--- src/rtl/spi_slave_rx.sv ---
// SPI mode-0 slave: oversamples SCK/SS_n/MOSI into clk, receives MSB-first words on
// SCK rise and shifts a one-word-buffered tx word out on MISO at SCK fall.
module spi_slave_rx #(
    parameter int DATA_W      = 8,
    parameter int SYNC_STAGES = 2
) (
    input  logic              clk,
    input  logic              rst,
    input  logic              sck,
    input  logic              ss_n,
    input  logic              mosi,
    output logic              miso,
    output logic              miso_oe,
    output logic [DATA_W-1:0] rx_data,
    output logic              rx_valid,
    input  logic [DATA_W-1:0] tx_data,
    input  logic              tx_valid,
    output logic              tx_ready,
    output logic              tx_underrun,
    output logic              busy
);
    localparam int CW = (DATA_W > 2) ? $clog2(DATA_W) : 1;
    localparam logic [CW-1:0] LAST = CW'(DATA_W - 1);

    typedef enum logic {IDLE, ACTIVE} state_t;

    state_t            state;
    logic [SYNC_STAGES-1:0] sck_sync, ss_sync, mosi_sync;
    logic              sck_d, ss_d;
    logic              sck_s, ss_s, mosi_s;
    logic              sck_rise, sck_fall, ss_rise, ss_fall;
    logic [CW-1:0]     bit_cnt;
    logic              got_rise;
    logic [DATA_W-1:0] rx_shift, tx_shift;
    logic [DATA_W-1:0] buf_data, load_word;
    logic              buf_full, load;

    // MOSI gets the same depth as SCK so it lines up with the detected rise
    always_ff @(posedge clk or negedge rst) begin
        if (!rst) begin
            sck_sync  <= '0;
            ss_sync   <= '1;
            mosi_sync <= '0;
            sck_d     <= 1'b0;
            ss_d      <= 1'b1;
        end else begin
            sck_sync  <= {sck_sync[SYNC_STAGES-2:0], sck};
            ss_sync   <= {ss_sync[SYNC_STAGES-2:0], ss_n};
            mosi_sync <= {mosi_sync[SYNC_STAGES-2:0], mosi};
            sck_d     <= sck_sync[SYNC_STAGES-1];
            ss_d      <= ss_sync[SYNC_STAGES-1];
        end
    end

    always_comb begin
        sck_s     = sck_sync[SYNC_STAGES-1];
        ss_s      = ss_sync[SYNC_STAGES-1];
        mosi_s    = mosi_sync[SYNC_STAGES-1];
        sck_rise  = sck_s & ~sck_d;
        sck_fall  = ~sck_s & sck_d;
        ss_rise   = ss_s & ~ss_d;
        ss_fall   = ~ss_s & ss_d;
        // reload at selection, or at the fall that follows a completed word
        load      = ((state == IDLE) && ss_fall) ||
                    ((state == ACTIVE) && !ss_rise && sck_fall && (bit_cnt == '0) && got_rise);
        load_word = buf_full ? buf_data : '0;
    end

    always_ff @(posedge clk or negedge rst) begin
        if (!rst) begin
            state       <= IDLE;
            miso        <= 1'b0;
            miso_oe     <= 1'b0;
            rx_data     <= '0;
            rx_valid    <= 1'b0;
            tx_ready    <= 1'b1;
            tx_underrun <= 1'b0;
            busy        <= 1'b0;
            bit_cnt     <= '0;
            got_rise    <= 1'b0;
            rx_shift    <= '0;
            tx_shift    <= '0;
            buf_data    <= '0;
            buf_full    <= 1'b0;
        end else begin
            rx_valid    <= 1'b0;
            tx_underrun <= load & ~buf_full;

            // accept only happens while empty, so a same-clk load has already drained it
            if (tx_valid && tx_ready) begin
                buf_data <= tx_data;
                buf_full <= 1'b1;
                tx_ready <= 1'b0;
            end else if (load) begin
                buf_full <= 1'b0;
                tx_ready <= 1'b1;
            end

            case (state)
                IDLE: begin
                    if (ss_fall) begin
                        state    <= ACTIVE;
                        bit_cnt  <= '0;
                        got_rise <= 1'b0;
                        tx_shift <= load_word;
                        miso     <= load_word[DATA_W-1];
                        miso_oe  <= 1'b1;
                        busy     <= 1'b1;
                    end
                end
                ACTIVE: begin
                    if (ss_rise) begin
                        state    <= IDLE;
                        bit_cnt  <= '0;
                        got_rise <= 1'b0;
                        miso     <= 1'b0;
                        miso_oe  <= 1'b0;
                        busy     <= 1'b0;
                    end else if (sck_rise) begin
                        rx_shift <= {rx_shift[DATA_W-2:0], mosi_s};
                        got_rise <= 1'b1;
                        if (bit_cnt == LAST) begin
                            bit_cnt  <= '0;
                            rx_data  <= {rx_shift[DATA_W-2:0], mosi_s};
                            rx_valid <= 1'b1;
                        end else begin
                            bit_cnt <= bit_cnt + 1'b1;
                        end
                    end else if (sck_fall) begin
                        if (load) begin
                            tx_shift <= load_word;
                            miso     <= load_word[DATA_W-1];
                        end else if (bit_cnt != '0) begin
                            tx_shift <= {tx_shift[DATA_W-2:0], 1'b0};
                            miso     <= tx_shift[DATA_W-2];
                        end
                    end
                end
                default: state <= IDLE;
            endcase
        end
    end
endmodule
--- config.mk ---
export PLATFORM = sky130hd
export DESIGN_NAME = spi_slave_rx
export DESIGN_NICKNAME = d
export VERILOG_FILES = /design/src/rtl/spi_slave_rx.sv
export SDC_FILE = /design/constraint.sdc
export NUM_CORES = 1
export LEC_CHECK = 0
export CAP_MARGIN = 20
export CORE_MARGIN = 4
export CORE_UTILIZATION = 45
export CTS_CLUSTER_DIAMETER = 200
export DETAILED_ROUTE_END_ITERATION = 16
export GPL_TIMING_DRIVEN = 0
export PLACE_DENSITY = 0.67
export SLEW_MARGIN = 0
export SYNTH_ARGS = -nofsm -noshare
export SYNTH_HDL_FRONTEND = slang
export SYNTH_SLANG_ARGS = --single-unit
--- constraint.sdc ---
create_clock -name clk -period 2.3 [get_ports clk]
set_input_delay 0.575 -clock clk [delete_from_list [all_inputs] [get_ports clk]]
set_output_delay 0.575 -clock clk [all_outputs]
set_load 0.02 [all_outputs]
==> metrics.yaml, run 1 <==
outcome:
  status: "finished, final reports clean"
worst_setup_path:
  critPathLaunchType: "flop"
  slowest_delay_ns: 0.61
  cp_top_family: "buffers and inverters"
  worstSetupEndpoint: "tx_ready"
  crit_path_start: "tx_ready$_DFFE_PN1P_"
  worstPathArrival_ns: 1.47
  r2r_cells: 7
  slowest_stage: "clkdlybuf4s50_1"
  critical_path_class: "reg -> out"
  worstReg2RegEnd: "tx_shift[0]$_DFFE_PN0P_"
  critical_path_required_ns: 1.73
  r2r_slack_ns: 0.35
  cp.depth: 1
  r2r_start: "bit_cnt[0]$_DFFE_PN0P_"
  cp_num_buf_inv: 1
  crit_chain: "clkdlybuf4s50_1"
  endpoint_kind: "primary output"
  critPathMaxFanout: 3
place:
  gp_congestion: 0.923
  post-place-ws_ns: 0.354
  place_inst: 232
  port_buffers: 27
  dpl.hpwl_um: 2590
sta:
  period_share: 0.888
  fmax_mhz: 490
  final_max_slew_viol_count: 0
  max_slew_margin: 0.633
  min_period_ns: 2.04
  setup_viol: 0
  setup_ws_ns: 0.257
  rsz0062_at_grt: "false"
  worstMarginPinSlew_ns: 0.549
  setup_tns_ns: 0
  finClkSkew_ns: 0.00578
  hold_violations: 0
power:
  vdd_drop_max_mv: 0.538
  switching_share: 0.294
  p_switching_w: 0.000685
  pwr_density_cell_mw_per_mm2: 926
  p_leak_nw: 1.21
  comb_power_share: 0.256
  power_frac_seq: 0.518
  p_int_w: 0.00165
  power_frac_clock: 0.226
finish:
  instances_no_fill: 240
  antenna_cells: 0
  area_growth_pct: 21.6
  final_common_cell: "dfrtp_1"
  layout_common_cells: "45 x dfrtp_1, 26 x clkdlybuf4s50_1, 16 x mux2_2"
  drive_above_1_share: 0.218
  nNetsFinal: 204
  utilization: 0.570
synthesis:
  syn_avg_cell_area_um2: 13.6
  yosysUniqueCellTypes: 36
  synth_nets: 169
  syn_area_mm2: 0.00207
  synth_seq_cells: 49
  ys_seq_area_frac: 0.595
  ys_warn_count: 0
  ys_top_cells_by_area: "dfrtp_1 54%, mux2_2 8.7%, mux2i_1 5.3%"
  synth_top_cell_by_area: "dfrtp_1"
  syn_inst: 152
  synth_top_area_frac: 0.544
grt:
  grt_max_degree: 37
  grt_pass1_wl_um: 6120
  grt_pass1_vias: 1305
  grt_use_met2: 0.214
  grtUsageMet3: 0.0343
  grt-busiest-layer: "met2"
  track_usage: 0.143
  met1_usage: 0.196
  grt_overflow_total: 0
  antenna_found_initial: 0
routing:
  routedWlPerCell_um: 14.7
  drt-total-wl_um: 3530
  vias: 1246
  drtIter0Drc: 169
  dr.pass1.iters: 4
  vias_per_cell: 5.19
  drc: 0
  final_antenna_net_count: 0
floorplanning:
  fp.dieW_um: 75.8
  io_pins: 28
  design.core.area_mm2: 0.00441
  rows: 24
  start_util: 0.469
  chipHeight_um: 75.8
  dieArea_mm2: 0.00575
flow_run:
  cap_violations: 0
cts:
  numCtsBuffers: 5
  cts_setup_buffers: 0
  cts.path.max_buffers: 2
  postCtsHoldBufs: 0
  cts_tree: "yes"
  cts_sinks: 49
  clockRootBuffer: "clkbuf_8"
  cts_resized: 0
  clk_latency_ns: 0.30
  h-tree-depth: 2
  clk_pin_slew_worst_paths_ns: 0.10
hold_path:
  min_path_type: "in -> async"
-- area by class of cell --
| type | instances | area (um2) |
|---|---|---|
| multi-input combinational | 87 | 769 |
| fill | 354 | 1900 |
| clock inverter | 3 | 28.8 |
| clock buffer | 5 | 68.8 |
| inverter | 11 | 41.3 |
| timing repair buffer | 28 | 285 |
| sequential | 49 | 1230 |
| tap | 52 | 65.1 |
| buffer | 5 | 27.5 |
-- power by group through the flow --
stage	sequential, W	combinational, W	clock (W)
6_report	0.00121	0.000598	0.000527
5_1_grt	0.00124	0.000669	0.000590
4_1_cts	0.00121	0.000606	0.000549
3_5_place_dp	0.00122	0.000605	0
3_3_place_gp	0.00121	0.000570	0
2_1_floorplan	0.00120	0.000432	0
-- cell usage after synthesis, drive strengths merged --
master   n
nand2   10
nand2b   3
and2     4
nand3    2
dfrtp   45
dfstp    4
a211oi   1
clkbuf   2
a32oi    1
mux2    28
a222oi   1
mux2i   11
o21ba    1
ha       3
a22o     2
or3b     1
inv     11
nor2b    1
buf      3
a31o     1
and4bb   1
o22ai    1
a21o     1
nor3b    1
a31oi    1
nor3     2
nor2     3
a41oi    1
a21oi    3
nand4    1
and3     2
-- metrics by stage --
| step | cell area (um2) | power, W | hold slack [ns] |
|---|---|---|---|
| final | 2520 | 0.00233 | 0.156 |
| after global routing | 2520 | 0.00250 | 0.155 |
| after CTS | 2520 | 0.00236 | 0.154 |
| after detailed placement | 2420 | 0.00183 | 0.343 |
| after global placement | 2400 | 0.00178 | 0.334 |
| after floorplan | 2070 | 0.00163 | 0.279 |
-- metal layers --
| layer | up-vias | wire length [um] |
|---|---|---|
| met4 | 0 | 69 |
| met1 | 610 | 1610 |
| met5 | - | 0 |
| met2 | 32 | 1680 |
| met3 | 7 | 160 |
| li1 | 597 | - |
-- kinds of logic (layout without fill, tap and decap cells) --
family	Yosys count	in the layout	share of synthesized area
buffers and inverters	16	52	0.0332
adder cells (fa/ha/maj)	3	3	0.0181
flip-flops	49	49	0.595
multiplexers	39	39	0.213
AND/OR/NAND/NOR	31	31	0.0895
AO/OA/AOI/OAI	14	14	0.0514
-- flip-flops by register name, summed over array words and instances, names as in the netlist --
register and count:
rx_data 8, state 1, ss_d 1, mosi_sync 2, buf_data 8, buf_full 1, tx_ready 1, ss_sync 2
sck_sync 2, busy 1, tx_shift 7, bit_cnt 3, rx_shift 7, miso 1, sck_d 1, tx_underrun 1
rx_valid 1, got_rise 1
-- how the worst min path moves through the flow --
stage,from,end,slack (ns),cells past startpoint
5_1_grt,rst,rx_valid$_DFF_PN0_,0.16,1
2_1_floorplan,rst,bit_cnt[0]$_DFFE_PN0P_,0.28,0
3_3_place_gp,sck_sync[0]$_DFF_PN0_,sck_sync[1]$_DFF_PN0_,0.33,0
4_1_cts,rst,rx_valid$_DFF_PN0_,0.15,1
6_report,rst,rx_data[7]$_DFFE_PN0P_,0.16,1
3_5_place_dp,mosi_sync[0]$_DFF_PN0_,mosi_sync[1]$_DFF_PN0_,0.34,0
(Power assumes the default switching activity.)
==> run 2: changes to the inputs <==
--- a/config.mk
+++ b/config.mk
@@ -11,6 +11,7 @@
 export CTS_CLUSTER_DIAMETER = 200
 export DETAILED_ROUTE_END_ITERATION = 16
 export GPL_TIMING_DRIVEN = 0
+export MAX_ROUTING_LAYER = met4
 export PLACE_DENSITY = 0.67
 export SLEW_MARGIN = 0
 export SYNTH_ARGS = -nofsm -noshare
==> metrics.yaml, run 2 (synthesis results as in run 1) <==
sta:
  hold_violations: 0  # unchanged
  worstMarginPinSlew_ns: 0.549  # about the same
  min_period_ns: 2.05  # was 2.04 ns
  max_slew_margin: 0.633  # about the same
  setup_viol: 0  # unchanged
  setup_tns_ns: 0  # unchanged
  fmax_mhz: 489  # was 490 MHz
  rsz0062_at_grt: "false"  # unchanged
  finClkSkew_ns: 0.00578  # unchanged
  final_max_slew_viol_count: 0  # unchanged
  period_share: 0.890  # was 0.888
finish:
  antenna_cells: 0  # unchanged
  area_growth_pct: 21.6  # unchanged
  nNetsFinal: 204  # unchanged
  layout_common_cells: "45 x dfrtp_1, 26 x clkdlybuf4s50_1, 16 x mux2_2"  # unchanged
  drive_above_1_share: 0.218  # unchanged
  final_common_cell: "dfrtp_1"  # unchanged
  fin_area_mm2: 0.00252  # unchanged
  largestRegisters: "buf_data: 8 flops, rx_data: 8 flops"  # unchanged
cts:
  postCtsHoldBufs: 0  # unchanged
  cts.path.max_buffers: 2  # unchanged
  cts_resized: 0  # unchanged
  cts_tree: "yes"  # unchanged
  cts_setup_buffers: 0  # unchanged
  cts_sinks: 49  # unchanged
  clk_latency_ns: 0.30  # about the same
  h-tree-depth: 2  # unchanged
  clk_pin_slew_worst_paths_ns: 0.10  # about the same
  numCtsBuffers: 5  # unchanged
  clockRootBuffer: "clkbuf_8"  # unchanged
place:
  placed_area_mm2: 0.00242  # unchanged
  gp_congestion: 0.939  # was 0.923
  port_buffers: 27  # unchanged
  dpl.hpwl_um: 2590  # unchanged
worst_setup_path:
  cp_num_buf_inv: 1  # unchanged
  crit_chain: "clkdlybuf4s50_1"  # unchanged
  critPathMaxFanout: 3  # unchanged
  cp.depth: 1  # unchanged
  critPathLaunchType: "flop"  # unchanged
  critical_path_class: "reg -> out"  # unchanged
  slowest_delay_ns: 0.61  # about the same
  slowest_stage: "clkdlybuf4s50_1"  # unchanged
  cp_top_family: "buffers and inverters"  # unchanged
  endpoint_kind: "primary output"  # unchanged
  r2r_cells: 7  # unchanged
  worstPathArrival_ns: 1.47  # about the same
  critical_path_required_ns: 1.73  # about the same
floorplanning:
  chipHeight_um: 75.8  # unchanged
  io_pins: 28  # unchanged
  design.core.area_mm2: 0.00441  # unchanged
  fp.dieW_um: 75.8  # unchanged
  start_util: 0.469  # unchanged
  dieArea_mm2: 0.00575  # unchanged
  rows: 24  # unchanged
grt:
  grt_pass1_vias: 1305  # unchanged
  track_usage: 0.147  # was 0.143
  antenna_found_initial: 0  # unchanged
  grt_pass1_wl_um: 6120  # unchanged
  grt_overflow_total: 0  # unchanged
  grt_max_degree: 37  # unchanged
routing:
  drc: 0  # unchanged
  dr.pass1.iters: 4  # unchanged
  highest_layer: "met4"  # unchanged
  routedWlPerCell_um: 14.7  # about the same
  drt-total-wl_um: 3530  # about the same
  wl_met2_um: 1690  # was 1680 um
  vias_per_cell: 5.21  # was 5.19
  wl_met3_um: 153  # was 160 um
  met1_length_um: 1620  # was 1610 um
  final_antenna_net_count: 0  # unchanged
  vias: 1250  # was 1246
  drtIter0Drc: 169  # unchanged
power:
  p_leak_nw: 1.21  # unchanged
  pwr_density_cell_mw_per_mm2: 927  # was 926 mW/mm2
  vdd_drop_max_mv: 0.538  # unchanged
hold_path:
  min_path_type: "in -> async"  # unchanged
flow_run:
  cap_violations: 0  # unchanged
outcome:
  status: "finished, final reports clean"  # unchanged
## run 2: cell counts in the layout (fill, tap and decap cells not counted)
No cell type changed its count.
## run 2: path summary, 6_finish.rpt
kind	start	to	slack, ns
setup / recovery	tx_ready$_DFFE_PN1P_	tx_ready	0.25
hold / removal	rst	rx_data[7]$_DFFE_PN0P_	0.16
setup reg to reg	bit_cnt[0]$_DFFE_PN0P_	tx_shift[0]$_DFFE_PN0P_	0.35
hold reg to reg	mosi_sync[0]$_DFF_PN0_	mosi_sync[1]$_DFF_PN0_	0.36
max in group asynchronous	rst	ss_d$_DFF_PN1_	1.58
min in group clk	mosi_sync[0]$_DFF_PN0_	mosi_sync[1]$_DFF_PN0_	0.36
## run 2: area by class of cell
type                            instances  area, um2
Clock inverter                          3       28.8
Buffer                                  5       27.5
Tap cell                               52       65.1
Clock buffer                            5       68.8
Fill cell                             354       1900
Timing Repair Buffer                   28        285
Inverter                               11       41.3
Multi-Input combinational cell         87        769
Sequential cell                        49       1230
## run 2: through the flow
| step | utilization | power, W | cells | hold WS (ns) | setup WS, ns |
|---|---|---|---|---|---|
| finish | 0.570 | 0.00233 | 240 | 0.156 | 0.254 |
| global route | 0.570 | 0.00250 | 240 | 0.155 | 0.181 |
| CTS | 0.570 | 0.00236 | 240 | 0.154 | 0.228 |
| detailed placement | 0.548 | 0.00183 | 232 | 0.343 | 0.354 |
| global placement | 0.545 | 0.00178 | 231 | 0.334 | -0.633 |
| floorplan | - | 0.00163 | 152 | 0.279 | 0.551 |
## run 2: power breakdown
part | leakage, nW | total, W | internal, W | switching [W]
logic | 0.546 | 0.000598 | 0.000338 | 0.000260
clock network | 0.0506 | 0.000527 | 0.000227 | 0.000300
registers | 0.616 | 0.00121 | 0.00108 | 0.000125
## run 2: layer usage
layer / vias to the layer above / track usage
met5: - / -
met4: 0 / 0.0660
met3: 7 / 0.0330
met2: 33 / 0.214
met1: 613 / 0.197
li1: 597 / -
